--- config.mk ---
export PLATFORM = sky130hd
export DESIGN_NAME = wdog_ctrl_flat
export DESIGN_NICKNAME = d
export VERILOG_FILES = /design/src/rtl/wdog_ctrl_if.sv /design/src/rtl/wdog_ctrl.sv /design/src/flat_wrapper.sv
export SDC_FILE = /design/constraint.sdc
export NUM_CORES = 1
export LEC_CHECK = 0
export CAP_MARGIN = 20
export CORE_MARGIN = 2
export CORE_UTILIZATION = 50
export CTS_CLUSTER_DIAMETER = 30
export DETAILED_ROUTE_END_ITERATION = 12
export PLACE_DENSITY = 0.77
export RECOVER_POWER = 100
export SYNTH_ARGS = -nofsm -noshare
export SYNTH_HDL_FRONTEND = slang
export SYNTH_SLANG_ARGS = --single-unit
--- constraint.sdc ---
create_clock -name i_clk -period 4.1 [get_ports i_clk]
set_input_delay 0.615 -clock i_clk [delete_from_list [all_inputs] [get_ports i_clk]]
set_output_delay 0.615 -clock i_clk [all_outputs]
set_load 0.02 [all_outputs]
--- src/rtl/wdog_ctrl_if.sv ---
// Register bus between a host (master) and the watchdog controller (slave).
// One write per cycle; rdata is a combinational read of addr.
interface wdog_ctrl_if;
    logic        write;
    logic [3:0]  addr;
    logic [31:0] wdata;
    logic [31:0] rdata;

    modport master (output write, output addr, output wdata, input  rdata);
    modport slave  (input  write, input  addr, input  wdata, output rdata);
endinterface

--- src/rtl/wdog_ctrl.sv ---
// Watchdog controller: lock-protected config/kick registers and the
// IDLE/RUN/WARN/FIRE sequencer that drives the warning IRQ, the timer enable
// and a fixed-width watchdog reset pulse.
// Optional feature: define WDOG_WINDOW_EN to add the WINDOW register at
// address 7; kicks while COUNT > WINDOW are treated as early and fire.
module wdog_ctrl #(
    parameter int unsigned CNT_W         = 32,
    parameter int unsigned PRESCALE      = 1,
    parameter int unsigned RST_PULSE_LEN = 16,
    parameter logic [31:0] KICK_KEY      = 32'h5A5AA5A5,
    parameter logic [31:0] UNLOCK_KEY    = 32'h1ACCE551
) (
    input  logic       i_clk,
    input  logic       i_rst_n,
    wdog_ctrl_if.slave s_bus,
    input  logic       i_kick,
    output logic       o_wdog_irq,
    output logic       o_wdog_rst,
    output logic       o_timer_en
);

    localparam int unsigned PW = (PRESCALE > 1) ? $clog2(PRESCALE) : 1;
    localparam int unsigned RW = (RST_PULSE_LEN > 1) ? $clog2(RST_PULSE_LEN) : 1;

    localparam logic [3:0] A_CTRL   = 4'd0;
    localparam logic [3:0] A_LOAD   = 4'd1;
    localparam logic [3:0] A_WARN   = 4'd2;
    localparam logic [3:0] A_KICK   = 4'd3;
    localparam logic [3:0] A_LOCK   = 4'd4;
    localparam logic [3:0] A_COUNT  = 4'd5;
    localparam logic [3:0] A_STATUS = 4'd6;
`ifdef WDOG_WINDOW_EN
    localparam logic [3:0] A_WINDOW = 4'd7;
`endif

    typedef enum logic [1:0] {
        ST_IDLE = 2'd0,
        ST_RUN  = 2'd1,
        ST_WARN = 2'd2,
        ST_FIRE = 2'd3
    } state_t;

    // Saturating decrement: the counter never wraps below zero.
    function automatic logic [CNT_W-1:0] sat_dec(input logic [CNT_W-1:0] v);
        return (v == '0) ? '0 : v - CNT_W'(1);
    endfunction

    state_t            r_state;
    logic [1:0]        r_ctrl;
    logic [CNT_W-1:0]  r_load;
    logic [CNT_W-1:0]  r_warn;
    logic [CNT_W-1:0]  r_count;
    logic [PW-1:0]     r_presc;
    logic [RW-1:0]     r_rst_cnt;
    logic              r_unlocked;
    logic              r_fired;
    logic              r_irq;
    logic              r_rst_out;
    logic              r_timer_en;
`ifdef WDOG_WINDOW_EN
    logic [CNT_W-1:0]  r_window;
`endif

    logic              w_ctrl_acc;
    logic              w_kick_wr;
    logic              w_key_ok;
    logic              w_key_bad;
    logic              w_kick;
    logic              w_early;
    logic              w_tick;
    logic              w_expire;
    logic              w_fire;
    logic              w_stat_clr;
    logic              w_irq_en_nxt;
    logic [CNT_W-1:0]  w_cnt_nxt;
    logic [PW-1:0]     w_presc_nxt;
    logic [CNT_W-1:0]  w_wdata_cnt;
    logic [31:0]       w_rdata;

    // CTRL writes are accepted only while unlocked and never during FIRE.
    assign w_ctrl_acc   = s_bus.write && (s_bus.addr == A_CTRL) && r_unlocked
                          && (r_state != ST_FIRE);
    assign w_kick_wr    = s_bus.write && (s_bus.addr == A_KICK);
    assign w_key_ok     = w_kick_wr && (s_bus.wdata == KICK_KEY);
    assign w_key_bad    = w_kick_wr && (s_bus.wdata != KICK_KEY);
    assign w_kick       = i_kick || w_key_ok;
    assign w_stat_clr   = s_bus.write && (s_bus.addr == A_STATUS) && s_bus.wdata[2];
    assign w_irq_en_nxt = w_ctrl_acc ? s_bus.wdata[1] : r_ctrl[1];
    assign w_wdata_cnt  = s_bus.wdata[CNT_W-1:0];

`ifdef WDOG_WINDOW_EN
    assign w_early = (r_count > r_window);
`else
    assign w_early = 1'b0;
`endif

    // Prescaler terminal count marks the cycle on which COUNT steps down.
    assign w_tick      = (r_presc == PW'(PRESCALE - 1));
    assign w_presc_nxt = w_tick ? '0 : r_presc + PW'(1);
    assign w_cnt_nxt   = w_tick ? sat_dec(r_count) : r_count;
    assign w_expire    = w_tick && (r_count == CNT_W'(1));

    // A bad key beats a simultaneous pin kick; a legal kick beats expiry.
    assign w_fire = w_key_bad || (w_kick && w_early) || (!w_kick && w_expire);

    // Combinational register read; unmapped and write-only addresses read 0.
    always_comb begin
        w_rdata = '0;
        case (s_bus.addr)
            A_CTRL:   w_rdata = {30'd0, r_ctrl};
            A_LOAD:   w_rdata = 32'(r_load);
            A_WARN:   w_rdata = 32'(r_warn);
            A_COUNT:  w_rdata = 32'(r_count);
            A_STATUS: w_rdata = {28'd0, r_unlocked, r_fired, r_state};
`ifdef WDOG_WINDOW_EN
            A_WINDOW: w_rdata = 32'(r_window);
`endif
            default:  w_rdata = '0;
        endcase
    end

    assign s_bus.rdata = w_rdata;

    // Lock and configuration registers; every config write made while unlocked closes the lock.
    always_ff @(posedge i_clk or negedge i_rst_n) begin
        if (!i_rst_n) begin
            r_unlocked <= 1'b0;
            r_load     <= '1;
            r_warn     <= '0;
`ifdef WDOG_WINDOW_EN
            r_window   <= '1;
`endif
        end else if (s_bus.write) begin
            case (s_bus.addr)
                A_LOCK: r_unlocked <= (s_bus.wdata == UNLOCK_KEY);
                A_CTRL: r_unlocked <= 1'b0;
                A_LOAD: begin
                    if (r_unlocked) begin
                        if (w_wdata_cnt != '0) begin
                            r_load <= w_wdata_cnt;
                        end
                        r_unlocked <= 1'b0;
                    end
                end
                A_WARN: begin
                    if (r_unlocked) begin
                        r_warn     <= w_wdata_cnt;
                        r_unlocked <= 1'b0;
                    end
                end
`ifdef WDOG_WINDOW_EN
                A_WINDOW: begin
                    if (r_unlocked) begin
                        r_window   <= w_wdata_cnt;
                        r_unlocked <= 1'b0;
                    end
                end
`endif
                default: ;
            endcase
        end
    end

    // Watchdog sequencer: state, down-counter, prescaler, reset-pulse timer and registered outputs.
    always_ff @(posedge i_clk or negedge i_rst_n) begin
        if (!i_rst_n) begin
            r_state    <= ST_IDLE;
            r_ctrl     <= '0;
            r_count    <= '0;
            r_presc    <= '0;
            r_rst_cnt  <= '0;
            r_fired    <= 1'b0;
            r_irq      <= 1'b0;
            r_rst_out  <= 1'b0;
            r_timer_en <= 1'b0;
        end else begin
            if (w_stat_clr) begin
                r_fired <= 1'b0;
            end
            if (w_ctrl_acc) begin
                r_ctrl <= s_bus.wdata[1:0];
            end
            case (r_state)
                ST_IDLE: begin
                    if (w_ctrl_acc && s_bus.wdata[0]) begin
                        r_state    <= ST_RUN;
                        r_count    <= r_load;
                        r_presc    <= '0;
                        r_timer_en <= 1'b1;
                    end
                end
                ST_RUN, ST_WARN: begin
                    if (w_ctrl_acc && !s_bus.wdata[0]) begin
                        // Disabled: stop with COUNT frozen.
                        r_state    <= ST_IDLE;
                        r_irq      <= 1'b0;
                        r_timer_en <= 1'b0;
                    end else if (w_fire) begin
                        r_state    <= ST_FIRE;
                        r_rst_out  <= 1'b1;
                        r_rst_cnt  <= RW'(RST_PULSE_LEN - 1);
                        r_fired    <= 1'b1;
                        r_ctrl[0]  <= 1'b0;
                        r_irq      <= 1'b0;
                        r_timer_en <= 1'b0;
                    end else if (w_kick) begin
                        r_state <= ST_RUN;
                        r_count <= r_load;
                        r_presc <= '0;
                        r_irq   <= 1'b0;
                    end else begin
                        r_count <= w_cnt_nxt;
                        r_presc <= w_presc_nxt;
                        if (w_cnt_nxt <= r_warn) begin
                            r_state <= ST_WARN;
                            r_irq   <= w_irq_en_nxt;
                        end else begin
                            r_state <= ST_RUN;
                            r_irq   <= 1'b0;
                        end
                    end
                end
                ST_FIRE: begin
                    if (r_rst_cnt == '0) begin
                        r_state   <= ST_IDLE;
                        r_rst_out <= 1'b0;
                    end else begin
                        r_rst_cnt <= r_rst_cnt - RW'(1);
                    end
                end
                default: r_state <= ST_IDLE;
            endcase
        end
    end

    assign o_wdog_irq = r_irq;
    assign o_wdog_rst = r_rst_out;
    assign o_timer_en = r_timer_en;

endmodule
--- src/flat_wrapper.sv ---
// flat-port wrapper written by rule: the top's interface ports become plain ports
module wdog_ctrl_flat 
#(
    parameter int unsigned CNT_W         = 32,
    parameter int unsigned PRESCALE      = 1,
    parameter int unsigned RST_PULSE_LEN = 16,
    parameter logic [31:0] KICK_KEY      = 32'h5A5AA5A5,
    parameter logic [31:0] UNLOCK_KEY    = 32'h1ACCE551
)
  (i_clk, i_rst_n, i_kick, o_wdog_irq, o_wdog_rst, o_timer_en, s_bus_write, s_bus_addr, s_bus_wdata, s_bus_rdata);
  wdog_ctrl_if s_bus_i ();
  input  logic i_clk;
  input  logic i_rst_n;
  input  logic i_kick;
  output logic o_wdog_irq;
  output logic o_wdog_rst;
  output logic o_timer_en;
  input wire logic [$bits(s_bus_i.write)-1:0] s_bus_write;
  input wire logic [$bits(s_bus_i.addr)-1:0] s_bus_addr;
  input wire logic [$bits(s_bus_i.wdata)-1:0] s_bus_wdata;
  output wire logic [$bits(s_bus_i.rdata)-1:0] s_bus_rdata;
  assign s_bus_i.write = s_bus_write;
  assign s_bus_i.addr = s_bus_addr;
  assign s_bus_i.wdata = s_bus_wdata;
  assign s_bus_rdata = s_bus_i.rdata;
  wdog_ctrl #(.CNT_W(CNT_W), .PRESCALE(PRESCALE), .RST_PULSE_LEN(RST_PULSE_LEN), .KICK_KEY(KICK_KEY), .UNLOCK_KEY(UNLOCK_KEY)) u_core (.i_clk(i_clk), .i_rst_n(i_rst_n), .s_bus(s_bus_i), .i_kick(i_kick), .o_wdog_irq(o_wdog_irq), .o_wdog_rst(o_wdog_rst), .o_timer_en(o_timer_en));
endmodule
==> results_dict.tcl <==
set metrics [dict create \
    pre_cts_setup_slack_ns -0.00269 \
    ys_seq_elements 109 \
    synth.yosys.warnings 0 \
    violated_checks "max-capacitance violations, max-slew violations" \
    wl_per_cell_um 19.6 \
    peakVddDrop_mv 0.449 \
    cts-root-to-sink-buffers 2 \
    max_clock_freq_mhz 250 \
    viasPerCell 6.15 \
    grt_first_pass_wirelength_mm 32.5 \
    hold_violations 0 \
    synthToLayoutAreaGrowth_pct 22.4 \
    synth.area.top_cells "sky130_fd_sc_hd__dfrtp_1 27%, sky130_fd_sc_hd__dfstp_2 12%, sky130_fd_sc_hd__ha_1 6.6%, sky130_fd_sc_hd__mux2_2 6.1%, sky130_fd_sc_hd__nand2_1 4.6%" \
    final_critical_path_setup_slack_ns 0.0996 \
    min_period_over_period_pct 97.6 \
    crit_path_start "u_core.r_count[4]" \
    crit_top_cell "sky130_fd_sc_hd__buf_4" \
    antenna_violations_before_repair 0 \
    run_status "finished, violations left" \
    detail_route.iter0.violations 848 \
    crit-reg2reg-launch "u_core.r_count[4]" \
    cts_hold_buf 0 \
    syn_inst 779 \
    die_h_um 123 \
    grt_max_degree 63 \
    htree_levels 3 \
    numCtsBuffers 9 \
    final_area_mm2 0.00862 \
    yosys.area.top_type_share_pct 27.4 \
    finClkSkew_ns 0.0108 \
    final.setup.tns_ns 0 \
    cts_num_sinks 109 \
    first_pass_iters 6 \
    min-delay-path-class "reg -> reg" \
    initial_standard_cell_utilization_of_the_core_pct 50.9 \
    total_power_mw 6.55 \
    n_fill_cell 1165 \
    timing.critical_path.required_ns 4.35 \
    remaining_drc_errors 0 \
    worst_path_max_delay_cell "sky130_fd_sc_hd__or4_4" \
    worstSkewPairLatency_ns 0.36 \
    worstSetupPathType "reg -> reg" \
    ys_seq_area_share_pct 39.3 \
    regToRegSetupSlack_ns 0.1 \
    report.final.setup_viol 0 \
    route.vias.total 6542 \
    seq_area_mm2 0.00277 \
    tightest_slew_ns 3.39 \
    synth-async-reset-ratio_pct 100 \
    nNetsFinal 956 \
    slew_headroom_pct -126 \
    slowest_delay_ns 0.55 \
    max_cap_viol_count 2 \
    critPathArrivalTime_ns 4.25 \
    placer_congestion 0.939 \
    worstHoldStart "u_core.o_wdog_rst" \
    r2r-end "u_core.r_state[0]" \
    rr_worst_depth 16 \
    netlist-cell-type-count 66 \
    synthesis.area_mm2 0.00704 \
    synth_edf_count 0 \
    ys_flop_type "sky130_fd_sc_hd__dfrtp_1" \
    multi_input_comb_area_mm2 0.00386 \
    die_area_mm2 0.0150 \
    vias_in_the_first_global_route 6021 \
    period_needed_ns 4.00 \
    grtUsageTotal_pct 28.4 \
    fp.dieW_um 123 \
    post-synth-top-area-cell "sky130_fd_sc_hd__dfrtp_1" \
    io_pins 75 \
    placedInstanceArea_mm2 0.00827 \
    clkSlewWorstSetupHoldPaths_ns 0.07 \
    total_congestion_overflow_after_global_routing 0 \
    critical_path.endpoint "u_core.r_state[0]" \
    antenna_violation_net_count_after_detailed_routing 0 \
    rows 43 \
    hpwl_after_detailed_placement_mm 14.9 \
    critical_path.max_fanout 10 \
    post_route_cells_drive_above_1_share_pct 18.8 \
    cts_tree "built" \
    finalMaxSlewViolations 78 \
    postSynthNetCount 856 \
    start_kind "flip-flop" \
    detailed_route_wire_length_mm 20.8 \
    root_buffer "sky130_fd_sc_hd__clkbuf_16" \
    placement.io_buffers 74 \
    synthesis.area_per_instance_um2 9.04 \
    p_per_area_mw_per_mm2 759 \
    timing.critical_path.cells "nor4_4, nand4_2, buf_4, nor4_4, buf_4, buf_6, buf_4, nor2_1, ha_1, nand2_1, or4_4, buf_4, o21ai_0, a2bb2oi_4, nand3b_1, a211o_1" \
    core_area_mm2 0.0138 \
    p_leak_nw 4.14 \
    insertedDiodeCount 0 \
    endpoint_kind "flip-flop" \
]
## layer usage
| layer | GRT usage (%) | part of all wire, % | vias to the layer above |
|---|---|---|---|
| li1 | - | - | 3024 |
| met1 | 40.0 | 42 | 3159 |
| met2 | 43.9 | 47 | 325 |
| met3 | 5.02 | 9.5 | 34 |
| met4 | 9.91 | 2.2 | 0 |
| met5 | 0 | 0 | - |
## cells in the final DEF, fill, tap and decap left out, types with 3 or more instances in the layout
master	synthesis	layout
sky130_fd_sc_hd__clkbuf_16	0	9
sky130_fd_sc_hd__o21ai_1	27	7
sky130_fd_sc_hd__mux2i_1	17	17
sky130_fd_sc_hd__ha_1	37	37
sky130_fd_sc_hd__mux2_2	38	38
sky130_fd_sc_hd__or4_1	5	5
sky130_fd_sc_hd__a222oi_1	30	30
sky130_fd_sc_hd__clkdlybuf4s50_1	0	34
sky130_fd_sc_hd__a221o_1	3	3
sky130_fd_sc_hd__nor3_1	23	23
sky130_fd_sc_hd__or2_2	4	4
sky130_fd_sc_hd__dfrtp_1	77	77
sky130_fd_sc_hd__dlygate4sd3_1	0	39
sky130_fd_sc_hd__nand4_1	11	11
sky130_fd_sc_hd__clkbuf_2	0	3
sky130_fd_sc_hd__nand3_1	20	19
sky130_fd_sc_hd__o21ai_0	60	80
sky130_fd_sc_hd__clkinv_2	0	3
sky130_fd_sc_hd__buf_6	7	3
sky130_fd_sc_hd__xnor2_1	11	11
sky130_fd_sc_hd__nor4_1	17	12
sky130_fd_sc_hd__buf_4	1	46
sky130_fd_sc_hd__xor2_1	4	4
sky130_fd_sc_hd__dfstp_2	32	32
sky130_fd_sc_hd__clkbuf_1	23	4
sky130_fd_sc_hd__nand2b_1	3	3
sky130_fd_sc_hd__nor4_4	1	4
sky130_fd_sc_hd__nor2_1	46	46
sky130_fd_sc_hd__inv_1	74	74
sky130_fd_sc_hd__nand2_1	87	88
sky130_fd_sc_hd__o41ai_1	3	3
sky130_fd_sc_hd__nor4_2	2	4
sky130_fd_sc_hd__or3_1	6	6
sky130_fd_sc_hd__a21oi_1	45	45
sky130_fd_sc_hd__a22oi_1	4	4
## critical path, delay by kind of cell, from the launching register on
| family | cells | cell delay (ns) |
|---|---|---|
| simple gates | 7 | 1.61 |
| buf+inv | 5 | 0.82 |
| compound gates | 3 | 0.79 |
| flops | 1 | 0.41 |
| fa+ha+maj | 1 | 0.27 |
## how the worst min path moves through the flow
stage                        end  slack (ns)  depth (start not counted)
6_report       u_core.o_wdog_rst        0.51                          2
2_1_floorplan  u_core.o_timer_en        0.32                          0
3_3_place_gp      u_core.r_fired        0.47                          2
5_1_grt        u_core.o_wdog_irq        0.54                          1
4_1_cts        u_core.r_warn[21]        0.37                          1
3_5_place_dp      u_core.r_fired        0.48                          2
## logic make-up (layout without fill, tap and decap cells)
group                      count (synthesis)  after routing  share of synthesized area, %
and+or+nand+nor                          248            248                          17.8
AOI/OAI and AO/OA                        197            197                          18.5
buffers and inverters                    116            221                          7.18
DFF                                      109            109                          39.3
muxes                                     56             56                          8.65
adders and majority gates                 38             38                          6.72
xor gates and xnor gates                  15             15                          1.87
## state kept, by name, indices dropped and copies added, names as in the netlist, 2 cells and up
register and flops:
u_core.r_state 2, u_core.r_load 32, u_core.r_rst_cnt 4, u_core.r_ctrl 2
u_core.r_warn 32, u_core.r_count 32
## stage by stage
| step | util, % | std cells | hold slack (ns) |
|---|---|---|---|
| 2_1_floorplan | - | 779 | 0.319 |
| 3_3_place_gp | 59.8 | 1044 | 0.471 |
| 4_1_cts | 61.9 | 1060 | 0.372 |
| 5_1_grt | 62.4 | 1064 | 0.536 |
| 6_report | 62.4 | 1064 | 0.512 |
| 3_5_place_dp | 59.8 | 1044 | 0.485 |
## where the power goes
group / switching (mW) / internal [mW] / total (mW) / leakage, nW
combinational: 2.50 / 1.77 / 4.27 / 2.80
sequential: 0.184 / 1.22 / 1.40 / 1.20
clock: 0.398 / 0.471 / 0.869 / 0.139
total: 3.08 / 3.46 / 6.55 / 4.14
## synth_stat cells (6+ instances only)
| cell type | n |
|---|---|
| sky130_fd_sc_hd__a21oi_1 | 45 |
| sky130_fd_sc_hd__a222oi_1 | 30 |
| sky130_fd_sc_hd__buf_2 | 11 |
| sky130_fd_sc_hd__buf_6 | 7 |
| sky130_fd_sc_hd__clkbuf_1 | 23 |
| sky130_fd_sc_hd__dfrtp_1 | 77 |
| sky130_fd_sc_hd__dfstp_2 | 32 |
| sky130_fd_sc_hd__ha_1 | 37 |
| sky130_fd_sc_hd__inv_1 | 74 |
| sky130_fd_sc_hd__mux2_2 | 38 |
| sky130_fd_sc_hd__mux2i_1 | 17 |
| sky130_fd_sc_hd__nand2_1 | 87 |
| sky130_fd_sc_hd__nand3_1 | 20 |
| sky130_fd_sc_hd__nand4_1 | 11 |
| sky130_fd_sc_hd__nor2_1 | 46 |
| sky130_fd_sc_hd__nor3_1 | 23 |
| sky130_fd_sc_hd__nor4_1 | 17 |
| sky130_fd_sc_hd__o21ai_0 | 60 |
| sky130_fd_sc_hd__o21ai_1 | 27 |
| sky130_fd_sc_hd__or3_1 | 6 |
| sky130_fd_sc_hd__xnor2_1 | 11 |
## area by class of cell
type	instances	area share, %
Multi-Input combinational cell	554	44.8
Timing Repair Buffer	131	14.0
Clock inverter	5	0.609
Inverter	74	3.22
Tap cell	180	2.61
Sequential cell	109	32.1
Clock buffer	11	2.70
## timing repair
item / in CTS / in global routing
resized for setup: 1 / 17
gates cloned: 0 / 2
pin swaps: 0 / 7
setup endpoints to repair: 1 / 3
buffers inserted: 0 / 1
No activity file was read; power rests on OpenSTA's default activity.
